===== config.mk =====
export PLATFORM = sky130hd
export DESIGN_NAME = cache_fill_arbiter_flat
export DESIGN_NICKNAME = d
export VERILOG_FILES = /design/src/rtl/cpu_cache_pkg.sv /design/src/rtl/cache_fill_arbiter_if.sv /design/src/rtl/fill_counter.sv /design/src/rtl/cache_fill_arbiter.sv /design/src/flat_wrapper.sv
export SDC_FILE = /design/constraint.sdc
export NUM_CORES = 1
export LEC_CHECK = 0
export BUFFER_PORTS_ARGS = -buffer_cell sky130_fd_sc_hd__buf_2
export CAP_MARGIN = 20
export CORE_MARGIN = 4
export CORE_UTILIZATION = 38
export CTS_CLUSTER_DIAMETER = 100
export DETAILED_ROUTE_END_ITERATION = 7
export GPL_ROUTABILITY_DRIVEN = 0
export PLACE_DENSITY = 0.78
export SLEW_MARGIN = 20
export SYNTH_ARGS = -nofsm -noshare
export SYNTH_HDL_FRONTEND = slang
export SYNTH_SLANG_ARGS = --single-unit

===== constraint.sdc =====
create_clock -name clk -period 1.8 [get_ports clk]
set_clock_uncertainty 0.1 [all_clocks]
set_input_delay 0.36 -clock clk [delete_from_list [all_inputs] [get_ports clk]]
set_output_delay 0.36 -clock clk [all_outputs]
set_load 0.02 [all_outputs]

===== src/rtl/cpu_cache_pkg.sv =====
// rtl/cpu_cache_pkg.sv - shared types and helpers for the cache fill arbiter
package cpu_cache_pkg;

    typedef enum logic {
        IDLE = 1'b0,
        FILL = 1'b1
    } state_e;

    localparam logic CH_I = 1'b0;
    localparam logic CH_D = 1'b1;

    // Clear the in-block offset bits; 32-bit wide so any ADDR_W up to 32 fits.
    function automatic logic [31:0] blk_base(input logic [31:0] addr, input int off);
        return addr & ~((32'd1 << off) - 32'd1);
    endfunction

endpackage


===== src/rtl/cache_fill_arbiter_if.sv =====
// rtl/cache_fill_arbiter_if.sv - request, main-memory and fill-port bundle
interface cache_fill_arbiter_if #(
    parameter int ADDR_W = 16,
    parameter int DATA_W = 16
);
    logic [1:0]        req_valid;
    logic [ADDR_W-1:0] req_addr_i;
    logic [ADDR_W-1:0] req_addr_d;
    logic [1:0]        busy;
    logic              mem_rd_en;
    logic [ADDR_W-1:0] mem_addr;
    logic              mem_data_valid;
    logic [DATA_W-1:0] mem_data;
    logic              fill_wen;
    logic              fill_sel;
    logic [ADDR_W-1:0] fill_addr;
    logic [DATA_W-1:0] fill_data;
    logic              tag_wen;

    modport master (
        input  req_valid, req_addr_i, req_addr_d, mem_data_valid, mem_data,
        output busy, mem_rd_en, mem_addr, fill_wen, fill_sel, fill_addr, fill_data, tag_wen
    );

    modport slave (
        output req_valid, req_addr_i, req_addr_d, mem_data_valid, mem_data,
        input  busy, mem_rd_en, mem_addr, fill_wen, fill_sel, fill_addr, fill_data, tag_wen
    );
endinterface


===== src/rtl/fill_counter.sv =====
// rtl/fill_counter.sv - up-counter with clear, enable and terminal-count flag
module fill_counter #(
    parameter int WIDTH = 3,
    parameter int TC    = 7
) (
    input  logic             clk,
    input  logic             rst_n,
    input  logic             clr_i,
    input  logic             en_i,
    output logic [WIDTH-1:0] cnt_o,
    output logic             tc_o
);
    localparam logic [WIDTH-1:0] TC_V = WIDTH'(TC);

    logic [WIDTH-1:0] cnt_q, cnt_d;

    always_comb begin
        cnt_d = cnt_q;
        if (clr_i) begin
            cnt_d = '0;
        end else if (en_i) begin
            cnt_d = cnt_q + WIDTH'(1);
        end
    end

    always_ff @(posedge clk or negedge rst_n) begin
        if (!rst_n) begin
            cnt_q <= '0;
        end else begin
            cnt_q <= cnt_d;
        end
    end

    assign cnt_o = cnt_q;
    assign tc_o  = (cnt_q == TC_V);

endmodule


===== src/rtl/cache_fill_arbiter.sv =====
// rtl/cache_fill_arbiter.sv - I/D miss arbiter streaming one block per fill
module cache_fill_arbiter
    import cpu_cache_pkg::*;
#(
    parameter int ADDR_W          = 16,
    parameter int DATA_W          = 16,
    parameter int WORDS_PER_BLOCK = 8,
    parameter int MEM_LATENCY     = 4,
    parameter int D_PRIORITY      = 1
) (
    input logic                  clk,
    input logic                  rst_n,
    cache_fill_arbiter_if.master arb
);
    localparam int CW  = $clog2(WORDS_PER_BLOCK);
    localparam int OFF = CW + 1;

    state_e            state_q, state_d;
    logic              owner_q, owner_d;
    logic [ADDR_W-1:0] base_q, base_d;

    logic              in_fill, issuing, fill_wen_w, win;
    logic [CW:0]       issue_cnt;
    logic              issue_done;
    logic [CW-1:0]     rcv_cnt;
    logic              rcv_last;

    assign in_fill    = (state_q == FILL);
    assign issuing    = in_fill & ~issue_done;
    assign fill_wen_w = in_fill & arb.mem_data_valid;

    // Issue counter runs one past the last word so its terminal flag stops the read burst.
    fill_counter #(.WIDTH(CW + 1), .TC(WORDS_PER_BLOCK)) u_issue (
        .clk   (clk),
        .rst_n (rst_n),
        .clr_i (~in_fill),
        .en_i  (issuing),
        .cnt_o (issue_cnt),
        .tc_o  (issue_done)
    );

    fill_counter #(.WIDTH(CW), .TC(WORDS_PER_BLOCK - 1)) u_rcv (
        .clk   (clk),
        .rst_n (rst_n),
        .clr_i (~in_fill),
        .en_i  (fill_wen_w),
        .cnt_o (rcv_cnt),
        .tc_o  (rcv_last)
    );

    always_comb begin
        state_d = state_q;
        owner_d = owner_q;
        base_d  = base_q;
        win     = (arb.req_valid[CH_D] && (D_PRIORITY != 0 || !arb.req_valid[CH_I])) ? CH_D : CH_I;
        case (state_q)
            IDLE: begin
                if (arb.req_valid != 2'b00) begin
                    owner_d = win;
                    base_d  = ADDR_W'(blk_base(32'(win ? arb.req_addr_d : arb.req_addr_i), OFF));
                    state_d = FILL;
                end
            end
            FILL: begin
                if (fill_wen_w && rcv_last) begin
                    state_d = IDLE;
                end
            end
            default: state_d = IDLE;
        endcase
    end

    always_ff @(posedge clk or negedge rst_n) begin
        if (!rst_n) begin
            state_q <= IDLE;
            owner_q <= 1'b0;
            base_q  <= '0;
        end else begin
            state_q <= state_d;
            owner_q <= owner_d;
            base_q  <= base_d;
        end
    end

    assign arb.mem_rd_en = issuing;
    assign arb.mem_addr  = issuing ? base_q + ADDR_W'({issue_cnt, 1'b0}) : '0;
    assign arb.fill_wen  = fill_wen_w;
    assign arb.fill_sel  = fill_wen_w & owner_q;
    assign arb.fill_addr = fill_wen_w ? base_q + ADDR_W'({rcv_cnt, 1'b0}) : '0;
    assign arb.fill_data = fill_wen_w ? arb.mem_data : '0;
    assign arb.tag_wen   = fill_wen_w & rcv_last;
    // Stall follows the raw miss immediately; the owner stays stalled until its tag lands.
    assign arb.busy      = arb.req_valid | (in_fill ? (owner_q ? 2'b10 : 2'b01) : 2'b00);

endmodule

===== src/flat_wrapper.sv =====
// flat-port wrapper written by rule: the top's interface ports become plain ports
module cache_fill_arbiter_flat import cpu_cache_pkg::*;
#(
    parameter int ADDR_W          = 16,
    parameter int DATA_W          = 16,
    parameter int WORDS_PER_BLOCK = 8,
    parameter int MEM_LATENCY     = 4,
    parameter int D_PRIORITY      = 1
)
  (clk, rst_n, arb_req_valid, arb_req_addr_i, arb_req_addr_d, arb_mem_data_valid, arb_mem_data, arb_busy, arb_mem_rd_en, arb_mem_addr, arb_fill_wen, arb_fill_sel, arb_fill_addr, arb_fill_data, arb_tag_wen);
  cache_fill_arbiter_if #(.ADDR_W(ADDR_W), .DATA_W(DATA_W)) arb_i ();
  input logic clk;
  input logic rst_n;
  input wire logic [$bits(arb_i.req_valid)-1:0] arb_req_valid;
  input wire logic [$bits(arb_i.req_addr_i)-1:0] arb_req_addr_i;
  input wire logic [$bits(arb_i.req_addr_d)-1:0] arb_req_addr_d;
  input wire logic [$bits(arb_i.mem_data_valid)-1:0] arb_mem_data_valid;
  input wire logic [$bits(arb_i.mem_data)-1:0] arb_mem_data;
  output wire logic [$bits(arb_i.busy)-1:0] arb_busy;
  output wire logic [$bits(arb_i.mem_rd_en)-1:0] arb_mem_rd_en;
  output wire logic [$bits(arb_i.mem_addr)-1:0] arb_mem_addr;
  output wire logic [$bits(arb_i.fill_wen)-1:0] arb_fill_wen;
  output wire logic [$bits(arb_i.fill_sel)-1:0] arb_fill_sel;
  output wire logic [$bits(arb_i.fill_addr)-1:0] arb_fill_addr;
  output wire logic [$bits(arb_i.fill_data)-1:0] arb_fill_data;
  output wire logic [$bits(arb_i.tag_wen)-1:0] arb_tag_wen;
  assign arb_i.req_valid = arb_req_valid;
  assign arb_i.req_addr_i = arb_req_addr_i;
  assign arb_i.req_addr_d = arb_req_addr_d;
  assign arb_i.mem_data_valid = arb_mem_data_valid;
  assign arb_i.mem_data = arb_mem_data;
  assign arb_busy = arb_i.busy;
  assign arb_mem_rd_en = arb_i.mem_rd_en;
  assign arb_mem_addr = arb_i.mem_addr;
  assign arb_fill_wen = arb_i.fill_wen;
  assign arb_fill_sel = arb_i.fill_sel;
  assign arb_fill_addr = arb_i.fill_addr;
  assign arb_fill_data = arb_i.fill_data;
  assign arb_tag_wen = arb_i.tag_wen;
  cache_fill_arbiter #(.ADDR_W(ADDR_W), .DATA_W(DATA_W), .WORDS_PER_BLOCK(WORDS_PER_BLOCK), .MEM_LATENCY(MEM_LATENCY), .D_PRIORITY(D_PRIORITY)) u_core (.clk(clk), .rst_n(rst_n), .arb(arb_i));
endmodule

==> results of run 1 <==
[worst paths after layout]
path / from / to / slack [ns] / cells after the start
max: u_core.base_q[4]$_DFFE_PN0P_ / arb_mem_addr[15] / -0.45 / 5
min: arb_req_addr_i[12] / u_core.base_q[12]$_DFFE_PN0P_ / 0.28 / 3
max reg2reg: u_core.u_issue.cnt_o[3]$_DFFE_PN0P_ / u_core.u_issue.cnt_o[1]$_DFFE_PN0P_ / 0.18 / 7
min in group asynchronous: rst_n / u_core.base_q[14]$_DFFE_PN0P_ / 0.47 / 2
min reg2reg: u_core.u_rcv.cnt_o[1]$_DFFE_PN0P_ / u_core.u_rcv.cnt_o[1]$_DFFE_PN0P_ / 0.47 / 2
max in group asynchronous: rst_n / u_core.u_issue.cnt_o[3]$_DFFE_PN0P_ / 0.77 / 2
[placed cells by master (no fill, tap or decap), types with 2 or more instances in the layout]
cell type / Yosys / final
nand4_4: 0 / 2
o31ai_1: 4 / 2
ha_2: 0 / 2
xnor2_1: 5 / 3
and3_4: 0 / 2
dfrtp_1: 21 / 18
and2_1: 2 / 2
or3_4: 0 / 3
inv_1: 6 / 3
conb_1: 1 / 2
nor2_4: 0 / 6
mux2i_1: 15 / 15
ha_4: 0 / 3
buf_2: 3 / 80
or4_4: 0 / 4
a21o_1: 3 / 3
o21ai_0: 16 / 14
xor2_2: 0 / 2
nor2_1: 13 / 7
a21oi_4: 0 / 7
dfrtp_2: 0 / 3
clkbuf_8: 0 / 3
nand2_1: 16 / 14
o31ai_2: 0 / 2
nand2_4: 0 / 2
and3_1: 33 / 31
buf_4: 3 / 47
buf_6: 0 / 19
inv_2: 0 / 3
nand3_1: 3 / 2
[repair_timing]
item	CTS	global route
cloned	1	0
buffers inserted	13	6
resized for setup	50	18
endpoints found under the hold margin	21	0
endpoints found under the setup margin	46	17
hold buffers	1	0
pin swaps	8	8
[cells by family (layout without fill, tap and decap cells)]
logic type	after synthesis	count (layout)
fa+ha+maj	6	6
xor+xnor	8	8
buf+inv	23	160
other cells	1	2
flops	21	21
mux	15	15
compound gates	32	32
simple gates	80	80
[sequential cells by signal, indices dropped and copies added (netlist names)]
| name | count |
|---|---|
| u_core.owner_q | 1 |
| u_core.base_q | 12 |
| u_core.u_issue.cnt_o | 4 |
| u_core.u_rcv.cnt_o | 3 |
| u_core.in_fill | 1 |
[cells in the mapped netlist]
library cell	n	share of area (%)
and3_1	33	13
dfrtp_1	21	34
nand2_1	16	3.9
o21ai_0	16	5.2
mux2i_1	15	9.7
nor2_1	13	3.1
clkbuf_1	10	2.4
a21oi_1	8	2.6
ha_1	6	4.8
inv_1	6	1.4
xnor2_1	5	2.8
o31ai_1	4	1.9
or4_1	4	1.9
a21o_1	3	1.4
buf_2	3	0.97
buf_4	3	1.4
nand3_1	3	0.97
or3_1	3	1.2
xor2_1	3	1.7
and2_1	2	0.81
nand4_2	2	1.6
and3_2	1	0.48
clkinv_1	1	0.24
conb_1	1	0.24
nand3_2	1	0.64
nand3b_1	1	0.48
nand4_1	1	0.40
o21bai_1	1	0.48
[tightest hold or removal path, delay by kind of cell]
kind | cells | cell delay (ns)
AO/OA/AOI/OAI | 1 | 0.13
buffers and inverters | 1 | 0.07
multiplexers | 1 | 0.05
[where the power goes]
group / switching, mW / total [mW] / internal [mW] / leakage, nW
clock network: 0.159 / 0.317 / 0.158 / 0.0228
registers: 0.290 / 0.990 / 0.700 / 0.253
logic: 1.74 / 3.43 / 1.69 / 1.29
total: 2.18 / 4.73 / 2.55 / 1.57
[through the flow]
stage	total power, mW	instance area (um^2)	hold slack, ns	std cells	setup TNS [ns]
finish	4.733	2930	0.2761	372	-4.725
global placement	3.502	2447	0.2362	349	-0.9762
global route	5.025	2930	0.2848	372	-5.581
detailed placement	3.585	2447	0.2406	349	-1.264
CTS	4.485	2816	0.2834	366	-3.638
floorplan	2.560	1735	-0.03559	187	-0.4084
[layer usage]
| metal | global-route usage [%] | share of wire, % |
|---|---|---|
| met2 | 37.04 | 54 |
| met3 | 1.247 | 4.4 |
| met5 | 0 | 0 |
| met1 | 26.27 | 38 |
| met4 | 4.593 | 2.8 |
[area by class of cell]
class | count | area (um^2) | share of cell area, %
inverter | 7 | 26.28 | 0.8967
timing repair buffer | 149 | 1025 | 34.97
tap | 48 | 60.06 | 2.050
sequential | 21 | 529.3 | 18.06
multi-input combinational | 143 | 1245 | 42.48
clock buffer | 4 | 45.04 | 1.537
==> key figures, run 1 <==
Worst setup path
  – WP buf/inv: 1
  – CP Max Fanout: 6
  – WP data arrival: 1.79 ns
  – Critical path class: flip-flop to output port
  – Worst path slowest cell: or4_4
  – Worst-path cell chain: ha_4, nand4_4, or4_4, a21oi_4, buf_6
  – Required arrival time at the worst endpoint: 1.34 ns
  – CP max stage delay: 0.53 ns
  – Crit-path leading delay family: simple AND/OR/NAND/NOR gates
  – Worst setup EP type: output port
  – Setup crit start kind: flip-flop

CTS
  – CTS Buffer Depth: 2
  – Htree depth: 1
  – CTS Sinks: 21
  – CTS tree: yes
  – Clock Root Buffer: clkbuf_8
  – Clk_lat worst skew: 0.25 ns
  – Clock Pin Slew Worst Setup and Hold Paths: 0.09 ns
  – CTS Buf Count: 3

Synthesis
  – #FFs+latches synth: 21
  – Syn. warnings: 0
  – Post-synthesis adder-cell area fraction: 4.831%
  – Largest family of logic cells by synthesized area: simple AND/OR/NAND/NOR gates
  – Post-synthesis xor/xnor area fraction: 4.509%
  – Sequential share of the synthesized area: 33.82%
  – Post-Synthesis Cells: 186
  – Post-synthesis mux area share: 9.662%
  – Netlist Area Pre-Place: 0.001554 mm^2
  – Simple-gate area share of the yosys netlist: 28.82%
  – Compound-gate portion of the synthesized area: 11.59%
  – Average cell area after synthesis: 8.355 um^2
  – Post-synthesis cell type count: 28

Routing
  – Iter 0 DRT Violations: 80
  – DRT Pass-1 Iters: 4
  – Detailed-route vias per instance: 5.086
  – Post-DRT Antenna Nets: 0
  – Routed wire length: 6.036 mm
  – Remaining DRCs: 0
  – WL/cell: 16.23 um
  – Via Count: 1892

Timing
  – Setup ws final: -0.4512 ns
  – Final Setup Violations: 15
  – Period minus WS final: 2.251 ns
  – RSZ-0062 raised after global routing: true
  – Max Clk Rate: 444.2 MHz
  – Final hold viol count: 0
  – Final period utilization: 125.1%
  – Final-report max-slew violation count: 0

Floorplan
  – Die Area: 0.005177 mm^2
  – Die W: 71.95 um
  – Core area: 0.003799 mm^2
  – Starting density of the core: 40.91%
  – Row count: 22
  – # IOs: 107
  – Die Ht: 71.95 um

Placement
  – Port Buf Inserts: 96
  – Dpl ws: -0.2668 ns
  – Post-DP HPWL: 3.929 mm

Cells and area
  – ANT cells: 0
  – Share of layout cells above drive strength 1: 61.11%
  – Final Util: 77.14%
  – Final net count: 384
  – Area growth syn-to-layout: 88.57%
  – Fillcell total: 243

Global route
  – Largest net degree at the start of global routing: 26
  – Global-route usage over all layers: 20.31%
  – Grt total ovfl: 0
  – Number of global-route vias before repair: 1838
  – Initial antenna violation count: 0
  – First-pass GRT wire length: 8.590 mm

Hold path
  – Class of the worst hold path: primary input to flip-flop

Run
  – Max-cap violation count: 0

Pwr
  – Leak pwr: 1.566 nW
  – VDD IR max: 0.0007538 V
  – PwrDens: 1615 mW/mm^2

Run status
  – Failing checks: setup timing
  – Outcome: complete, but fails checks
No activity file was read; power rests on OpenSTA's default activity.
==> run 2, diff against run 1 <==
- BUFFER_PORTS_ARGS: -buffer_cell sky130_fd_sc_hd__buf_2 -> -buffer_cell sky130_fd_sc_hd__buf_4
- clock period: 1.8 -> 2 ns (I/O delays scaled with it)
==> key figures, run 2 (same netlist as run 1, synthesis figures left out) <==
Routing
  – DRT Pass-1 Iters: 4 (unchanged)
  – Via Count: 1745 (-7.8%)
  – Iter 0 DRT Violations: 76 (-5.0%)
  – Remaining DRCs: 0 (unchanged)
  – WL/cell: 15.06 um (-7.2%)
  – Detailed-route vias per instance: 5.058 (-0.55%)
  – Post-DRT Antenna Nets: 0 (unchanged)
  – Routed wire length: 5.194 mm (-14%)

Worst setup path
  – R2r worst-path depth: 4 (-3)
  – CP Max Fanout: 4 (-2)
  – WP data arrival: 1.76 ns (-0.03 ns)
  – CP max stage delay: 0.52 ns (about the same)
  – Setup crit start kind: flip-flop
  – Worst-path cell chain: ha_4, nand4_4, or4_4, a21oi_4, buf_6
  – Worst setup EP type: output port
  – Critical path class: flip-flop to output port
  – Required arrival time at the worst endpoint: 1.50 ns (+0.16 ns)
  – Worst path slowest cell: or4_4

Floorplan
  – Die Area: 0.005177 mm^2 (unchanged)
  – # IOs: 107 (unchanged)
  – Row count: 22 (unchanged)
  – Starting density of the core: 40.91% (unchanged)
  – Die Ht: 71.95 um (unchanged)
  – Die W: 71.95 um (unchanged)
  – Core area: 0.003799 mm^2 (unchanged)

Pwr
  – Seq pwr share: 24.4% (+3.5 points)
  – Switching power: 1.730 mW (-21%)
  – PwrDens: 1354 mW/mm^2 (-16%)
  – Sw Share: 45.96% (-0.19 points)
  – VDD IR max: 0.0005847 V (-22%)
  – Clk network pwr share: 7.3% (+0.6 points)
  – Total power: 3.764 mW (-20%)
  – Comb power frac: 68.3% (-4.1 points)
  – Leak pwr: 1.451 nW (-7.3%)
  – Internal power: 2.034 mW (-20%)

CTS
  – CTS tree: yes
  – Clock Pin Slew Worst Setup and Hold Paths: 0.07 ns (-0.02 ns)
  – CTS Buf Count: 3 (unchanged)
  – CTS Sinks: 21 (unchanged)
  – CTS Buffer Depth: 2 (unchanged)
  – Clk_lat worst skew: 0.26 ns (about the same)
  – Clock Root Buffer: clkbuf_8
  – Htree depth: 1 (unchanged)

Placement
  – Port Buf Inserts: 96 (unchanged)
  – Post-DP HPWL: 3.758 mm (-4.3%)

Hold path
  – Worst Hold Path Cells: 3 (unchanged)
  – Class of the worst hold path: primary input to flip-flop

Cells and area
  – Leading cell type in the layout, fill and taps excluded: buf_4
  – Area growth syn-to-layout: 78.91%
  – Final net count: 357 (-7.0%)
  – ANT cells: 0 (unchanged)
  – Most frequent cells in the layout: buf_4 (105), and3_1 (33), o21ai_0 (16), dfrtp_1 (16)
  – Largest register FFs: 12 (unchanged)
  – Share of layout cells above drive strength 1: 54.21% (-6.9 points)
  – Biggest register: u_core.base_q

Global route
  – Global-route usage over all layers: 18.54% (-1.8 points)
  – Initial antenna violation count: 0 (unchanged)
  – First-pass GRT wire length: 7.790 mm (-9.3%)
  – Largest net degree at the start of global routing: 38 (+46%)
  – Number of global-route vias before repair: 1628 (-11%)
  – Grt total ovfl: 0 (unchanged)

Timing
  – Final period utilization: 112.8%
  – Final Setup Violations: 10 (-5)
  – Max Clk Rate: 443.3 MHz
  – Final hold viol count: 0 (unchanged)
  – RSZ-0062 raised after global routing: true
  – Hold_ws: 0.3319 ns (+0.05580 ns)
  – Final-report max-slew violation count: 0 (unchanged)
  – Setup ws final: -0.2559 ns (+0.1953 ns)
  – Period minus WS final: 2.256 ns

Run
  – Max-cap violation count: 0 (unchanged)

Run status
  – Outcome: complete, but fails checks
  – Failing checks: setup timing
==> run 2: cell types whose count changed in the layout (fill, tap and decap cells not counted), moves of 5 or more <==
cell     change
a21oi_2      +6
a21oi_4      -6
buf_2       -80
buf_4       +58
buf_6        -5
==> run 2: routing by layer <==
metal  routed length [um]  part of all wire (%)  global-route usage, %
met1                 2111                    41                  25.04
met2                 2700                    52                  30.82
met3                  308                   5.9                  2.770
met4                   73                   1.4                  5.219
met5                    0                     0                      0
==> run 2: final timing paths <==
path / start / end / slack, ns
worst max-delay path: u_core.u_issue.cnt_o[3]$_DFFE_PN0P_ / arb_mem_addr[14] / -0.26
worst min-delay path: arb_req_addr_i[5] / u_core.base_q[5]$_DFFE_PN0P_ / 0.33
worst max register to register: u_core.in_fill$_DFF_PN0_ / u_core.base_q[8]$_DFFE_PN0P_ / 0.45
worst min register to register: u_core.u_rcv.cnt_o[1]$_DFFE_PN0P_ / u_core.u_rcv.cnt_o[1]$_DFFE_PN0P_ / 0.46
max in group asynchronous: rst_n / u_core.base_q[7]$_DFFE_PN0P_ / 1.11
min in group asynchronous: rst_n / u_core.u_issue.cnt_o[0]$_DFFE_PN0P_ / 0.46
==> run 2: per-stage QoR <==
step	utilization [%]	area (um^2)	setup TNS (ns)	setup slack (ns)	cells
floorplan	-	1573	-0.03734	-0.03734	187
global placement	63.34	2406	-0.01129	-0.01129	332
detailed placement	63.34	2406	-0.05429	-0.03748	332
CTS	66.17	2514	-1.802	-0.2804	340
global route	73.19	2780	-2.395	-0.2953	345
finish	73.19	2780	-1.712	-0.2559	345
==> run 2: timing repair <==
action                                  CTS  global route
pin swaps                                 4             6
gates cloned                              0             1
gates resized for setup                   6            53
endpoints found under the setup margin   14            15
hold buffers                              1             0
buffers inserted                          3             4
hold endpoints to repair                 21             0
==> run 2: power by group through the flow <==
stage | clock, mW | combinational (mW) | sequential (mW)
floorplan | 0 | 1.20 | 0.808
finish | 0.275 | 2.57 | 0.919
global placement | 0 | 2.03 | 0.858
CTS | 0.281 | 2.14 | 0.874
detailed placement | 0 | 2.07 | 0.873
global route | 0.296 | 2.78 | 0.948
==> run 2: cell type report <==
| class | count | area, um^2 |
|---|---|---|
| Sequential cell | 21 | 531.8 |
| Fill cell | 292 | 1018 |
| Inverter | 7 | 28.78 |
| Multi-Input combinational cell | 143 | 1114 |
| Timing Repair Buffer | 122 | 1001 |
| Tap cell | 48 | 60.06 |
| Clock buffer | 4 | 45.04 |
==> run 2: critical path: cells and delay by family, from the launching register on <==
kind                     cells  cell delay, ns
buffers and inverters        1            0.13
flip-flops                   1            0.42
AND/OR/NAND/NOR              2            0.62
adder cells (fa/ha/maj)      1            0.17
AO/OA/AOI/OAI                1            0.14
==> run 3, diff against run 2 <==
- ABC_AREA: not set -> 1
- PLACE_DENSITY: 0.78 -> 0.77
==> key figures, run 3 <==
Synthesis
  – Netlist Area Pre-Place: 0.001602 mm^2 (+3.1%)
  – Post-synthesis cell type count: 24 (-14%)
  – Post-synth EDFFs: 0 (unchanged)
  – #FFs+latches synth: 21 (unchanged)
  – Average cell area after synthesis: 6.136 um^2 (-27%)
  – Post-Synthesis Cells: 261 (+40%)
  – Synth area leader: dfrtp_1
  – Top_reg_cell synth: dfrtp_1
  – Sequential share of the synthesized area: 32.81% (-1.0 points)
  – Cell with the most instances after synthesis: nor2_1
  – Syn. warnings: 0 (unchanged)
  – Synth top area share: 32.81% (-1.0 points)
  – Area contributors post-synth: dfrtp_1 (33%), nor2_1 (16%), nand2_1 (14%), inv_1 (11%), a31oi_1 (4.7%)
  – Synth async-reset ratio: 100.0% (unchanged)
  – Commonest cells in the netlist: nor2_1 (69), nand2_1 (58), inv_1 (47)

Timing
  – Max Clk Rate: 468.6 MHz (+5.7%)
  – RSZ-0062 raised after global routing: true
  – Period minus WS final: 2.134 ns (-0.1220 ns)
  – Final setup TNS: -0.7455 ns (+0.9666 ns)
  – Final hold viol count: 0 (unchanged)
  – Setup ws final: -0.1339 ns (+0.1220 ns)
  – Final Setup Violations: 10 (unchanged)
  – Final period utilization: 106.7% (-6.1 points)
  – Worst Max-Slew Pin Slew: 0.9050 ns
  – Relative slew slack: 39.66%
  – Final-report max-slew violation count: 0 (unchanged)

Run status
  – Failing checks: setup timing
  – Outcome: complete, but fails checks

CTS
  – Clock Pin Slew Worst Setup and Hold Paths: 0.07 ns (about the same)
  – Clock Root Buffer: clkbuf_8
  – CTS Sinks: 21 (unchanged)
  – Clk_lat worst skew: 0.25 ns (about the same)
  – CTS tree: yes
  – CTS Buffer Depth: 2 (unchanged)
  – CTS Buf Count: 3 (unchanged)
  – Htree depth: 1 (unchanged)

Global route
  – Largest net degree at the start of global routing: 27 (-29%)
  – Grt total ovfl: 0 (unchanged)
  – Met3 usage: 1.653% (-1.1 points)
  – Global Route met2 Usage: 31.16% (+0.35 points)
  – Global Route met1 Usage: 23.71% (-1.3 points)
  – Top Usage Layer GRT: met2
  – First-pass GRT wire length: 7.769 mm (-0.27%)
  – Global-route usage over all layers: 17.93% (-0.61 points)
  – Initial antenna violation count: 0 (unchanged)
  – Number of global-route vias before repair: 1774 (+9.0%)

Routing
  – Detailed-route vias per instance: 4.574 (-9.6%)
  – Iter 0 DRT Violations: 111 (+46%)
  – DRT Pass-1 Iters: 6 (+2)
  – WL/cell: 12.10 um (-20%)
  – Routed wire length: 5.084 mm (-2.1%)
  – Via Count: 1921 (+10%)
  – Post-DRT Antenna Nets: 0 (unchanged)
  – Remaining DRCs: 0 (unchanged)

Cells and area
  – Largest register FFs: 12 (unchanged)
  – ANT cells: 0 (unchanged)
  – Biggest register: u_core.base_q
  – Final net count: 430 (+20%)
  – Area growth syn-to-layout: 62.81%
  – Leading cell type in the layout, fill and taps excluded: buf_4
  – Most frequent cells in the layout: buf_4 (108), nor2_1 (64), nand2_1 (55)
  – Share of layout cells above drive strength 1: 38.38% (-16 points)
  – Finished Layout Cells: 420 (+22%)
  – Fillcell total: 364 (+25%)

Floorplan
  – Row count: 23 (+4.5%)
  – # IOs: 107 (unchanged)
  – Die Ht: 72.92 um (+1.3%)
  – Starting density of the core: 39.75% (-1.2 points)
  – Die W: 72.92 um (+1.3%)
  – Core area: 0.004029 mm^2 (+6.1%)
  – Die Area: 0.005317 mm^2 (+2.7%)

Worst setup path
  – CP max stage delay: 0.42 ns (-0.10 ns)
  – WP data arrival: 1.63 ns (-0.13 ns)
  – Worst-path cell chain: ha_2, nand2_2, nor2_4, inv_2, nor2_4, nand2_1, nand2_1, nor2_1, buf_4
  – Required arrival time at the worst endpoint: 1.50 ns (about the same)
  – Worst path slowest cell: dfrtp_1
  – Worst setup EP type: output port
  – Critical path class: flip-flop to output port
  – Crit-path leading delay family: simple AND/OR/NAND/NOR gates
  – Worst Setup SP: u_core.base_q[4]$_DFFE_PN0P_
  – WP buf/inv: 2 (+1)
  – CP Max Fanout: 6 (+2)
  – Start of the worst register-to-register path: u_core.in_fill$_DFF_PN0_
  – Setup crit start kind: flip-flop

Pwr
  – PwrDens: 1401 mW/mm^2 (+3.4%)
  – Leak pwr: 1.505 nW (+3.7%)
  – VDD IR max: 0.0005332 V (-8.8%)

Run
  – Max-cap violation count: 0 (unchanged)

Placement
  – Port Buf Inserts: 96 (unchanged)
  – Post-DP HPWL: 3.656 mm (-2.7%)
  – Dpl ws: 0.08443 ns (+0.1219 ns)
  – Cell total after placement: 403 (+21%)

Hold path
  – Hold Startpoint: arb_req_addr_i[8]
  – Class of the worst hold path: primary input to flip-flop
-- run 3: path summary, 6_finish.rpt --
check | end | slack, ns | cells after the start
max | arb_mem_addr[9] | -0.13 | 9
min | u_core.base_q[8]$_DFFE_PN0P_ | 0.31 | 3
min reg2reg | u_core.u_rcv.cnt_o[2]$_DFFE_PN0P_ | 0.47 | 2
min in group asynchronous | u_core.base_q[11]$_DFFE_PN0P_ | 0.45 | 2
max reg2reg | u_core.base_q[10]$_DFFE_PN0P_ | 0.33 | 2
max in group asynchronous | u_core.u_rcv.cnt_o[1]$_DFFE_PN0P_ | 1.13 | 2
-- run 3: cells by family (layout without fill, tap and decap cells) --
family	after synthesis	after routing	synth area share, %
simple gates	143	143	35.70
buf+inv	59	167	15.08
compound gates	29	29	10.39
flops	21	21	32.81
fa+ha+maj	6	6	4.687
xor+xnor	2	2	1.094
other cells	1	2	0.2342
-- run 3: repair_timing --
action / CTS / global route
cloned: 0 / 1
endpoints found under the hold margin: 21 / 0
pin swaps: 4 / 7
gates resized for setup: 6 / 26
setup buffers: 6 / 5
hold buffers: 1 / 0
setup endpoints to repair: 15 / 16
-- run 3: layout make-up --
class / instances / area (um^2) / area share [%]
clock buffer: 3 / 41.29 / 1.583
clock inverter: 1 / 5.005 / 0.1919
inverter: 49 / 188.9 / 7.246
multi-input combinational: 182 / 909.6 / 34.88
sequential: 21 / 525.5 / 20.15
tap: 50 / 62.56 / 2.399
timing repair buffer: 113 / 865.8 / 33.21
timing repair inverter: 1 / 8.758 / 0.3359
-- run 3: report_power, final --
part / internal, mW / switching, mW / leakage [nW]
Combinational: 1.07 / 1.42 / 1.24
Clock: 0.138 / 0.132 / 0.0255
Sequential: 0.627 / 0.268 / 0.242
-- run 3: per-layer routing --
| layer | part of all wire, % | vias to the layer above |
|---|---|---|
| li1 | - | 1001 |
| met1 | 41 | 846 |
| met2 | 51 | 68 |
| met3 | 6.8 | 6 |
| met4 | 0.90 | 0 |
| met5 | 0 | - |
-- run 3: per-stage QoR --
| step | cell area (um^2) | total power, mW | hold slack [ns] | util (%) |
|---|---|---|---|---|
| floorplan | 1605 | 2.165 | 0.004409 | - |
| global route | 2608 | 3.970 | 0.3083 | 64.72 |
| global placement | 2369 | 2.989 | 0.1979 | 58.79 |
| detailed placement | 2369 | 3.041 | 0.1995 | 58.79 |
| finish | 2608 | 3.652 | 0.3080 | 64.72 |
| CTS | 2490 | 3.416 | 0.3030 | 61.80 |
-- run 3: worst min-delay path: cells and delay by family --
family / cells / cell delay, ns
buf+inv: 1 / 0.11
compound gates: 1 / 0.07
simple gates: 1 / 0.05
